<file path="config.mk">
export PLATFORM = sky130hd
export DESIGN_NAME = seg_frame_ctrl
export DESIGN_NICKNAME = d
export VERILOG_FILES = /design/src/rtl/seg_frame_ctrl.sv
export SDC_FILE = /design/constraint.sdc
export NUM_CORES = 1
export LEC_CHECK = 0
export BUFFER_PORTS_ARGS = -buffer_cell sky130_fd_sc_hd__buf_2
export CAP_MARGIN = 20
export CORE_MARGIN = 5
export CORE_UTILIZATION = 35
export DETAILED_ROUTE_END_ITERATION = 16
export SYNTH_ARGS = -nofsm -noshare
export SYNTH_HDL_FRONTEND = slang
export SYNTH_SLANG_ARGS = --single-unit
</file>
<file path="constraint.sdc">
create_clock -name clk -period 20.3 [get_ports clk]
set_input_delay 2.03 -clock clk [delete_from_list [all_inputs] [get_ports clk]]
set_output_delay 2.03 -clock clk [all_outputs]
set_load 0.1 [all_outputs]
</file>
<file path="src/rtl/seg_frame_ctrl.sv">
// Frame feeder for the serial 7-segment driver: encodes a 32-bit hex value into a 64-bit active-low frame.
// Optional: define SEG_FRAME_LZ_BLANK_EN to suppress leading zero digits.
module seg_frame_ctrl #(
    parameter int REFRESH_CYCLES = 0,
    parameter int ACK_TIMEOUT    = 1024
) (
    input  logic        clk,
    input  logic        rst,
    input  logic [31:0] value,
    input  logic [7:0]  dot,
    input  logic [7:0]  blank,
    input  logic        force_update,
    input  logic        finish,
    output logic        start,
    output logic [63:0] seg_data,
    output logic        busy
);

    typedef enum logic [2:0] {
        IDLE,
        ENCODE,
        LAUNCH,
        WAIT_ACK,
        WAIT_DONE
    } state_t;

    localparam int REF_W = (REFRESH_CYCLES > 1) ? $clog2(REFRESH_CYCLES) : 1;
    localparam int ACK_W = (ACK_TIMEOUT > 1) ? $clog2(ACK_TIMEOUT) : 1;

    state_t state;
    state_t next_state;

    logic [31:0]      snap_value;
    logic [7:0]       snap_dot;
    logic [7:0]       snap_blank;
    logic [31:0]      prev_value;
    logic [7:0]       prev_dot;
    logic [7:0]       prev_blank;
    logic             snap_valid;
    logic             prev_valid;
    logic             change;

    logic             pending;
    logic [REF_W-1:0] ref_cnt;
    logic             ref_hit;
    logic [ACK_W-1:0] ack_cnt;
    logic             ack_hit;

    logic [2:0]       digit_cnt;
    logic [31:0]      work_value;
    logic [7:0]       work_dot;
    logic [7:0]       work_blank;
    logic [7:0]       lz_mask;
    logic [3:0]       cur_nibble;
    logic [7:0]       hex_byte;
    logic [7:0]       enc_byte;

    // Change detection only arms once both snapshot stages hold real samples,
    // so reset release alone never queues a second frame.
    always_ff @(posedge clk or posedge rst) begin
        if (rst) begin
            snap_value <= '0;
            snap_dot   <= '0;
            snap_blank <= '0;
            prev_value <= '0;
            prev_dot   <= '0;
            prev_blank <= '0;
            snap_valid <= 1'b0;
            prev_valid <= 1'b0;
        end else begin
            snap_value <= value;
            snap_dot   <= dot;
            snap_blank <= blank;
            prev_value <= snap_value;
            prev_dot   <= snap_dot;
            prev_blank <= snap_blank;
            snap_valid <= 1'b1;
            prev_valid <= snap_valid;
        end
    end

    assign change  = prev_valid &&
                     ({snap_value, snap_dot, snap_blank} != {prev_value, prev_dot, prev_blank});
    assign ref_hit = (REFRESH_CYCLES != 0) && (state == IDLE) && !pending &&
                     (ref_cnt == REF_W'(REFRESH_CYCLES - 1));
    assign ack_hit = (ack_cnt == ACK_W'(ACK_TIMEOUT - 1));

    // A request arriving while a frame is consumed wins, so it is never lost.
    always_ff @(posedge clk or posedge rst) begin
        if (rst) begin
            pending <= 1'b1;
        end else if (change || force_update || ref_hit) begin
            pending <= 1'b1;
        end else if (state == IDLE) begin
            pending <= 1'b0;
        end
    end

    always_ff @(posedge clk or posedge rst) begin
        if (rst) begin
            ref_cnt <= '0;
            ack_cnt <= '0;
        end else begin
            if (state != IDLE || pending || ref_hit) begin
                ref_cnt <= '0;
            end else if (REFRESH_CYCLES != 0) begin
                ref_cnt <= ref_cnt + 1'b1;
            end
            if (state != WAIT_ACK) begin
                ack_cnt <= '0;
            end else begin
                ack_cnt <= ack_cnt + 1'b1;
            end
        end
    end

    always_ff @(posedge clk or posedge rst) begin
        if (rst) begin
            state <= IDLE;
        end else begin
            state <= next_state;
        end
    end

    always_comb begin
        next_state = state;
        case (state)
            IDLE:      if (pending) next_state = ENCODE;
            ENCODE:    if (digit_cnt == 3'd7) next_state = LAUNCH;
            LAUNCH:    next_state = WAIT_ACK;
            WAIT_ACK: begin
                if (!finish) begin
                    next_state = WAIT_DONE;
                end else if (ack_hit) begin
                    next_state = IDLE;
                end
            end
            WAIT_DONE: if (finish) next_state = IDLE;
            default:   next_state = IDLE;
        endcase
    end

    always_comb begin
        start = (state == LAUNCH);
        busy  = (state != IDLE);
    end

`ifdef SEG_FRAME_LZ_BLANK_EN
    logic lz_seen;

    always_comb begin
        lz_mask = '0;
        lz_seen = 1'b0;
        for (int i = 7; i >= 1; i--) begin
            lz_seen    = lz_seen | (work_value[4*i +: 4] != 4'h0);
            lz_mask[i] = !lz_seen;
        end
    end
`else
    assign lz_mask = 8'h00;
`endif

    always_comb begin
        cur_nibble = work_value[{digit_cnt, 2'b00} +: 4];
        case (cur_nibble)
            4'h0: hex_byte = 8'hC0;
            4'h1: hex_byte = 8'hF9;
            4'h2: hex_byte = 8'hA4;
            4'h3: hex_byte = 8'hB0;
            4'h4: hex_byte = 8'h99;
            4'h5: hex_byte = 8'h92;
            4'h6: hex_byte = 8'h82;
            4'h7: hex_byte = 8'hF8;
            4'h8: hex_byte = 8'h80;
            4'h9: hex_byte = 8'h90;
            4'hA: hex_byte = 8'h88;
            4'hB: hex_byte = 8'h83;
            4'hC: hex_byte = 8'hC6;
            4'hD: hex_byte = 8'hA1;
            4'hE: hex_byte = 8'h86;
            default: hex_byte = 8'h8E;
        endcase
        enc_byte = hex_byte;
        if (work_dot[digit_cnt]) enc_byte[7] = 1'b0;
        if (lz_mask[digit_cnt] || work_blank[digit_cnt]) enc_byte = 8'hFF;
    end

    // Working copy is taken from the inputs being snapshotted on this same edge,
    // so the very first frame after reset already carries the live value.
    always_ff @(posedge clk or posedge rst) begin
        if (rst) begin
            digit_cnt  <= '0;
            work_value <= '0;
            work_dot   <= '0;
            work_blank <= '0;
            seg_data   <= '1;
        end else begin
            if (state == IDLE && pending) begin
                work_value <= value;
                work_dot   <= dot;
                work_blank <= blank;
                digit_cnt  <= '0;
            end else if (state == ENCODE) begin
                seg_data[{digit_cnt, 3'b000} +: 8] <= enc_byte;
                digit_cnt <= digit_cnt + 3'd1;
            end
        end
    end

endmodule
</file>
==> results.md, run 1 <==
- Status: finished clean
- Layout area overhead: 19.4%
- Maximum clock rate: 0.265 GHz
- Hold path depth: 0
- Number of synthesized flops with an enable pin: 0
- Slew margin rel.: 0.285
- Synth Flop Type: dfrtp_1
- Die area: 28400 um2
- Post-CTS setup-driven buffer insertion count: 0
- Worst-case clock skew: 15.5 ps
- Detail-routed net length per standard cell: 17.4 um
- Drt first pass iters: 4
- Sum Neg Setup Slack: 0 ps
- Routed WL: 19.1 mm
- CP endpoint kind: output port
- Drt drc: 0
- Mean Syn Cell Area: 14.0 um2
- FF-to-FF Start: digit_cnt[1]
- Top cell type's share of synthesized area: 0.461
- Latest clock arrival within the worst-skew pair: 510 ps
- Cell taking the most area after synthesis: dfrtp_1
- CTS max path bufs: 3
- Max incr delay on CP: 470 ps
- Reg2reg end: seg_data[9]
- Worst EP required: 18270 ps
- H-Tree Depth: 1
- Vias in the first global route: 5288
- Total vias in the final route: 5157
- HP Start: snap_valid
- Final Hold Fails: 0
- Fin crit share: 0.186
- Seq/Total Area, Yosys: 0.655
- Clk Tree Root Cell: clkbuf_16
- CTS sink count: 227
- Asr flop ratio synth: 1.00
- R2R depth: 8
- Final setup violation count: 0
- Fill cells: 2364
- Initial antenna violation count: 0
- Synth Instances: 627
- Slew @ Worst Pin: 1050 ps
- Die width: 169 um
- CP top delay family: simple AND/OR/NAND/NOR gates
- Sequential cell area: 5760 um2
- GRT Resource Usage Total: 0.135
- Post-Syn Area: 8790 um2
- First-pass GRT wire length: 30.4 mm
- Largest net degree at the start of global routing: 112
- Worst-path clk slew: 60 ps
- Vias/cell: 4.71
- Peak fanout along the critical path: 9
- CP startpoint: state[0]
- Library cells used by synthesis: 52
- # rows: 58
- Initial core utilization: 0.352
- Synth Warn #: 0
- Synth area leaders: dfrtp_1 (46%), dfstp_2 (19%), mux2_2 (7.2%), xnor2_1 (5.2%), nor2_1 (3.1%)
- Grt ovf: 0
- CTS resizes: 0
- Clock buffer count from CTS: 23
- Chip Height: 169 um
- Crit path buf inv count: 1
- DP HPWL: 13.3 mm
- Commonest cells in the netlist: dfrtp_1 (162), nor2_1 (72), dfstp_2 (65), mux2_2 (56), xnor2_1 (52)
- RePlAce Congestion: 0.745
- Min Tclk post-route: 3780 ps
- Cell Chain, Critical Path: or3_1 -> buf_2
- #FFs+latches synth: 227
- Routed Antenna Nets: 0
- # Max-Cap Violations: 0
- Diode count: 0
- Slowest CP cell: or3_1
- Port bufs: 117
- RSZ-0062 raised after global routing: false
- Worst EP arrival: 1750 ps
- Share of layout cells above drive strength 1: 0.403
- CTS tree: done
- Startpoint Class: register
- Most frequent cell after synthesis: dfrtp_1
- Max-slew violations: 0
- Initial drt markers: 229
- Worst min-delay path endpoint: prev_valid
- Hold WC Path Type: reg -> reg
- Crit path kind: reg -> out
- # IOs: 118
- Post-Syn Nets: 690
- Area of the multi-input gates: 2880 um2
- R2R setup slack: 16950 ps
- Core ar.: 25000 um2
- Final net count: 814
- Hold buffers post-CTS: 0
## layout make-up
type | instances | share of cell area
clock inverters | 9 | 0.0123
repair buffers | 123 | 0.0600
inverters | 12 | 0.00500
flip-flops and latches | 227 | 0.549
multi-input cells | 364 | 0.274
well taps | 330 | 0.0393
clock buffers | 31 | 0.0605
## registers in the layout, indices dropped and copies added, names as in the netlist
signal      cells
prev_value     32
snap_value     32
state           3
work_blank      8
work_value     32
snap_blank      8
digit_cnt       3
ack_cnt        10
prev_blank      8
seg_data       64
snap_valid      1
pending         1
prev_valid      1
snap_dot        8
prev_dot        8
work_dot        8
## per-stage QoR
step | utilization | worst slack (ps) | hold slack (ps) | instance area (um2) | instances
final | 0.421 | 16520 | 348 | 10500 | 1096
after global routing | 0.421 | 16240 | 355 | 10500 | 1096
after CTS | 0.421 | 16490 | 350 | 10500 | 1096
after detailed placement | 0.390 | 16000 | 336 | 9740 | 1056
after global placement | 0.390 | 16030 | 333 | 9730 | 1055
after floorplan | - | 12160 | 331 | 8790 | 627
## worst max-delay path by stage
| stage | end | cells after the start |
|---|---|---|
| global placement | snap_blank[3] | 4 |
| finish | busy | 2 |
| CTS | busy | 2 |
| detailed placement | prev_value[24] | 4 |
| global route | work_blank[6] | 4 |
| floorplan | ack_cnt[0] | 1 |
## layer usage
| layer | wire [um] | track usage | up-vias |
|---|---|---|---|
| met2 | 9270 | 0.223 | 85 |
| met3 | 720 | 0.0213 | 30 |
| met5 | 0 | 0 | - |
| met1 | 8570 | 0.186 | 2620 |
| li1 | - | - | 2422 |
| met4 | 486 | 0.0406 | 0 |
## logic make-up (layout without fill, tap and decap cells)
logic type / Yosys count / count (layout) / share of synthesized area
AOI/OAI and AO/OA: 76 / 76 / 0.0608
xor gates and xnor gates: 56 / 56 / 0.0558
adders and majority gates: 11 / 11 / 0.0157
buffers and inverters: 36 / 175 / 0.0188
DFF: 227 / 227 / 0.655
muxes: 78 / 78 / 0.118
other: 1 / 1 / 0.000426
and+or+nand+nor: 142 / 142 / 0.0758
## cells in the final DEF (no fill, tap or decap), types with 2 or more instances in the layout
master and n:
a31oi_1 14, or3_1 4, inv_1 9, clkbuf_1 5, o21ai_1 3, nor2b_1 2
nand2_1 23, mux2_2 56, buf_4 6, mux2i_1 6, xnor2_1 52, mux4_2 12
mux2i_4 2, mux2i_2 2, and2_1 3, xor2_1 4, nor4_2 2, clkbuf_8 3
o21ai_0 3, buf_2 117, nand3_1 5, nor3b_2 2, nand4_1 12, clkinv_2 3
ha_1 11, clkbuf_16 23, nor3_1 4, clkinvlp_4 2, a21oi_1 38, nor4_1 3
bufinv_16 3, dfstp_2 65, nand2b_1 3, dfrtp_1 162, o32a_1 8, nor2_1 71
Power of run 1 is not shown: default switching activity piles up to over one toggle a cycle in this logic, so the estimate is an artifact.
==> run 2: changes to the inputs <==
- clock period: 20.3 -> 3.8 ns (I/O delays scaled with it)
==> results.md, run 2 (synthesis gave the netlist of run 1 again) <==
- Most common cell after layout, fill and taps aside: dfrtp_1
- Fill cells: 2307 (-2.4%)
- Clock buffer count from CTS: 24 (+4.3%)
- Reg2reg end: seg_data[22]
- First-pass GRT wire length: 31.8 mm (+4.4%)
- Total vias in the final route: 5352 (+3.8%)
- Die width: 169 um (unchanged)
- Vias in the first global route: 5583 (+5.6%)
- Clk Tree Root Cell: clkbuf_16
- Fin crit share: 0.870
- Share of layout cells above drive strength 1: 0.390 (-0.0136)
- Status: finished clean
- Final Hold Fails: 0 (unchanged)
- Initial core utilization: 0.352 (unchanged)
- HP Start: value[8]
- Routed Antenna Nets: 0 (unchanged)
- Layout area overhead: 25.7%
- H-Tree Depth: 1 (unchanged)
- Worst-case clock skew: 19.8 ps (+4.31 ps)
- Worst EP arrival: 3710 ps (+1960 ps)
- RSZ-0062 raised after global routing: false
- Peak fanout along the critical path: 11 (+2)
- CP endpoint kind: register
- Slew margin rel.: 0.498 (+0.213)
- Crit path kind: reg -> reg
- Latest clock arrival within the worst-skew pair: 520 ps (about the same)
- Hold path depth: 1 (+1)
- Worst min-delay path endpoint: snap_value[8]
- Die area: 28400 um2 (unchanged)
- Worst EP required: 4210 ps (-14060 ps)
- Vias/cell: 4.65 (-1.2%)
- # rows: 58 (unchanged)
- Initial drt markers: 217 (-5.2%)
- Diode count: 0 (unchanged)
- CTS resizes: 0 (unchanged)
- Hold WC Path Type: in -> reg
- Max reg flops: 64 (unchanged)
- GRT Resource Usage Total: 0.141 (+0.00588)
- Most frequent cells in the layout: dfrtp_1 (162), buf_2 (117), nor2_1 (71)
- Routed WL: 19.8 mm (+3.7%)
- Slew @ Worst Pin: 751 ps (-300 ps)
- R2R depth: 7 (-1)
- Final net count: 868 (+6.6%)
- Most flops, register: seg_data
- Port bufs: 117 (unchanged)
- Detail-routed net length per standard cell: 17.2 um (-1.3%)
- Sum Neg Setup Slack: 0 ps (unchanged)
- Startpoint Class: register
- R2R setup slack: 490 ps (-16460 ps)
- Final setup violation count: 0 (unchanged)
- Maximum clock rate: 0.302 GHz
- FF-to-FF Start: digit_cnt[0]
- CTS tree: done
- Drt first pass iters: 4 (unchanged)
- # IOs: 118 (unchanged)
- Drt drc: 0 (unchanged)
- Worst-path clk slew: 60 ps (about the same)
- Min Tclk post-route: 3310 ps
- # Max-Cap Violations: 0 (unchanged)
- RePlAce Congestion: 0.766 (+2.9%)
- Core ar.: 25000 um2 (unchanged)
- Grt ovf: 0 (unchanged)
- Initial antenna violation count: 0 (unchanged)
- Chip Height: 169 um (unchanged)
- DP HPWL: 13.9 mm (+4.6%)
- Max-slew violations: 0 (unchanged)
- Largest net degree at the start of global routing: 88 (-21%)
- CTS sink count: 227 (unchanged)
- CTS max path bufs: 3 (unchanged)
## run 2: area by class of cell
| type | count | area, um2 | share of cell area |
|---|---|---|---|
| tap | 330 | 413 | 0.0373 |
| timing repair buffer | 176 | 1160 | 0.105 |
| clock buffer | 34 | 688 | 0.0622 |
| inverter | 12 | 48.8 | 0.00441 |
| multi-input combinational | 364 | 2880 | 0.260 |
| sequential | 227 | 5760 | 0.521 |
| clock inverter | 8 | 101 | 0.00917 |
## run 2: repair_timing
action,4_1_cts,5_1_grt
hold buffers,43,1
buffers inserted,0,0
endpoints found under the hold margin,52,1
## run 2: routing by layer
metal  routed length [um]  share of wire  track usage
met5                    0              0            0
met4                  663          0.034       0.0476
met3                  835          0.042       0.0269
met2                 9690           0.49        0.235
met1                 8570           0.43        0.187
## run 2: worst max path at each step
stage / start / cells after the start / endpoint / slack (ps)
after global routing: digit_cnt[0] / 7 / seg_data[22] / 180
final: digit_cnt[0] / 7 / seg_data[22] / 490
after floorplan: rst / 1 / ack_cnt[0] / 510
after global placement: digit_cnt[0] / 7 / seg_data[22] / 560
after CTS: digit_cnt[0] / 7 / seg_data[22] / 430
after detailed placement: digit_cnt[0] / 7 / seg_data[22] / 450
## run 2: worst max-delay path, stage by stage, from the launching register on
cell and delay (ps):
dfrtp_1 760, mux4_2 580, mux2i_1 470, inv_1 190, ha_1 280, mux2_2 300
a221oi_4 480, a21oi_1 130
## run 2: through the flow
step / instance area [um2] / utilization / hold slack (ps) / setup WS (ps) / instances
final: 11100 / 0.443 / 12.4 / 494 / 1151
after global routing: 11100 / 0.443 / 2.42 / 178 / 1151
after CTS: 11000 / 0.443 / 5.49 / 433 / 1150
after detailed placement: 9830 / 0.394 / 336 / 449 / 1065
after global placement: 9830 / 0.394 / 334 / 557 / 1065
after floorplan: 8800 / - / 331 / 507 / 627
Power of run 2 is left out for the same reason.
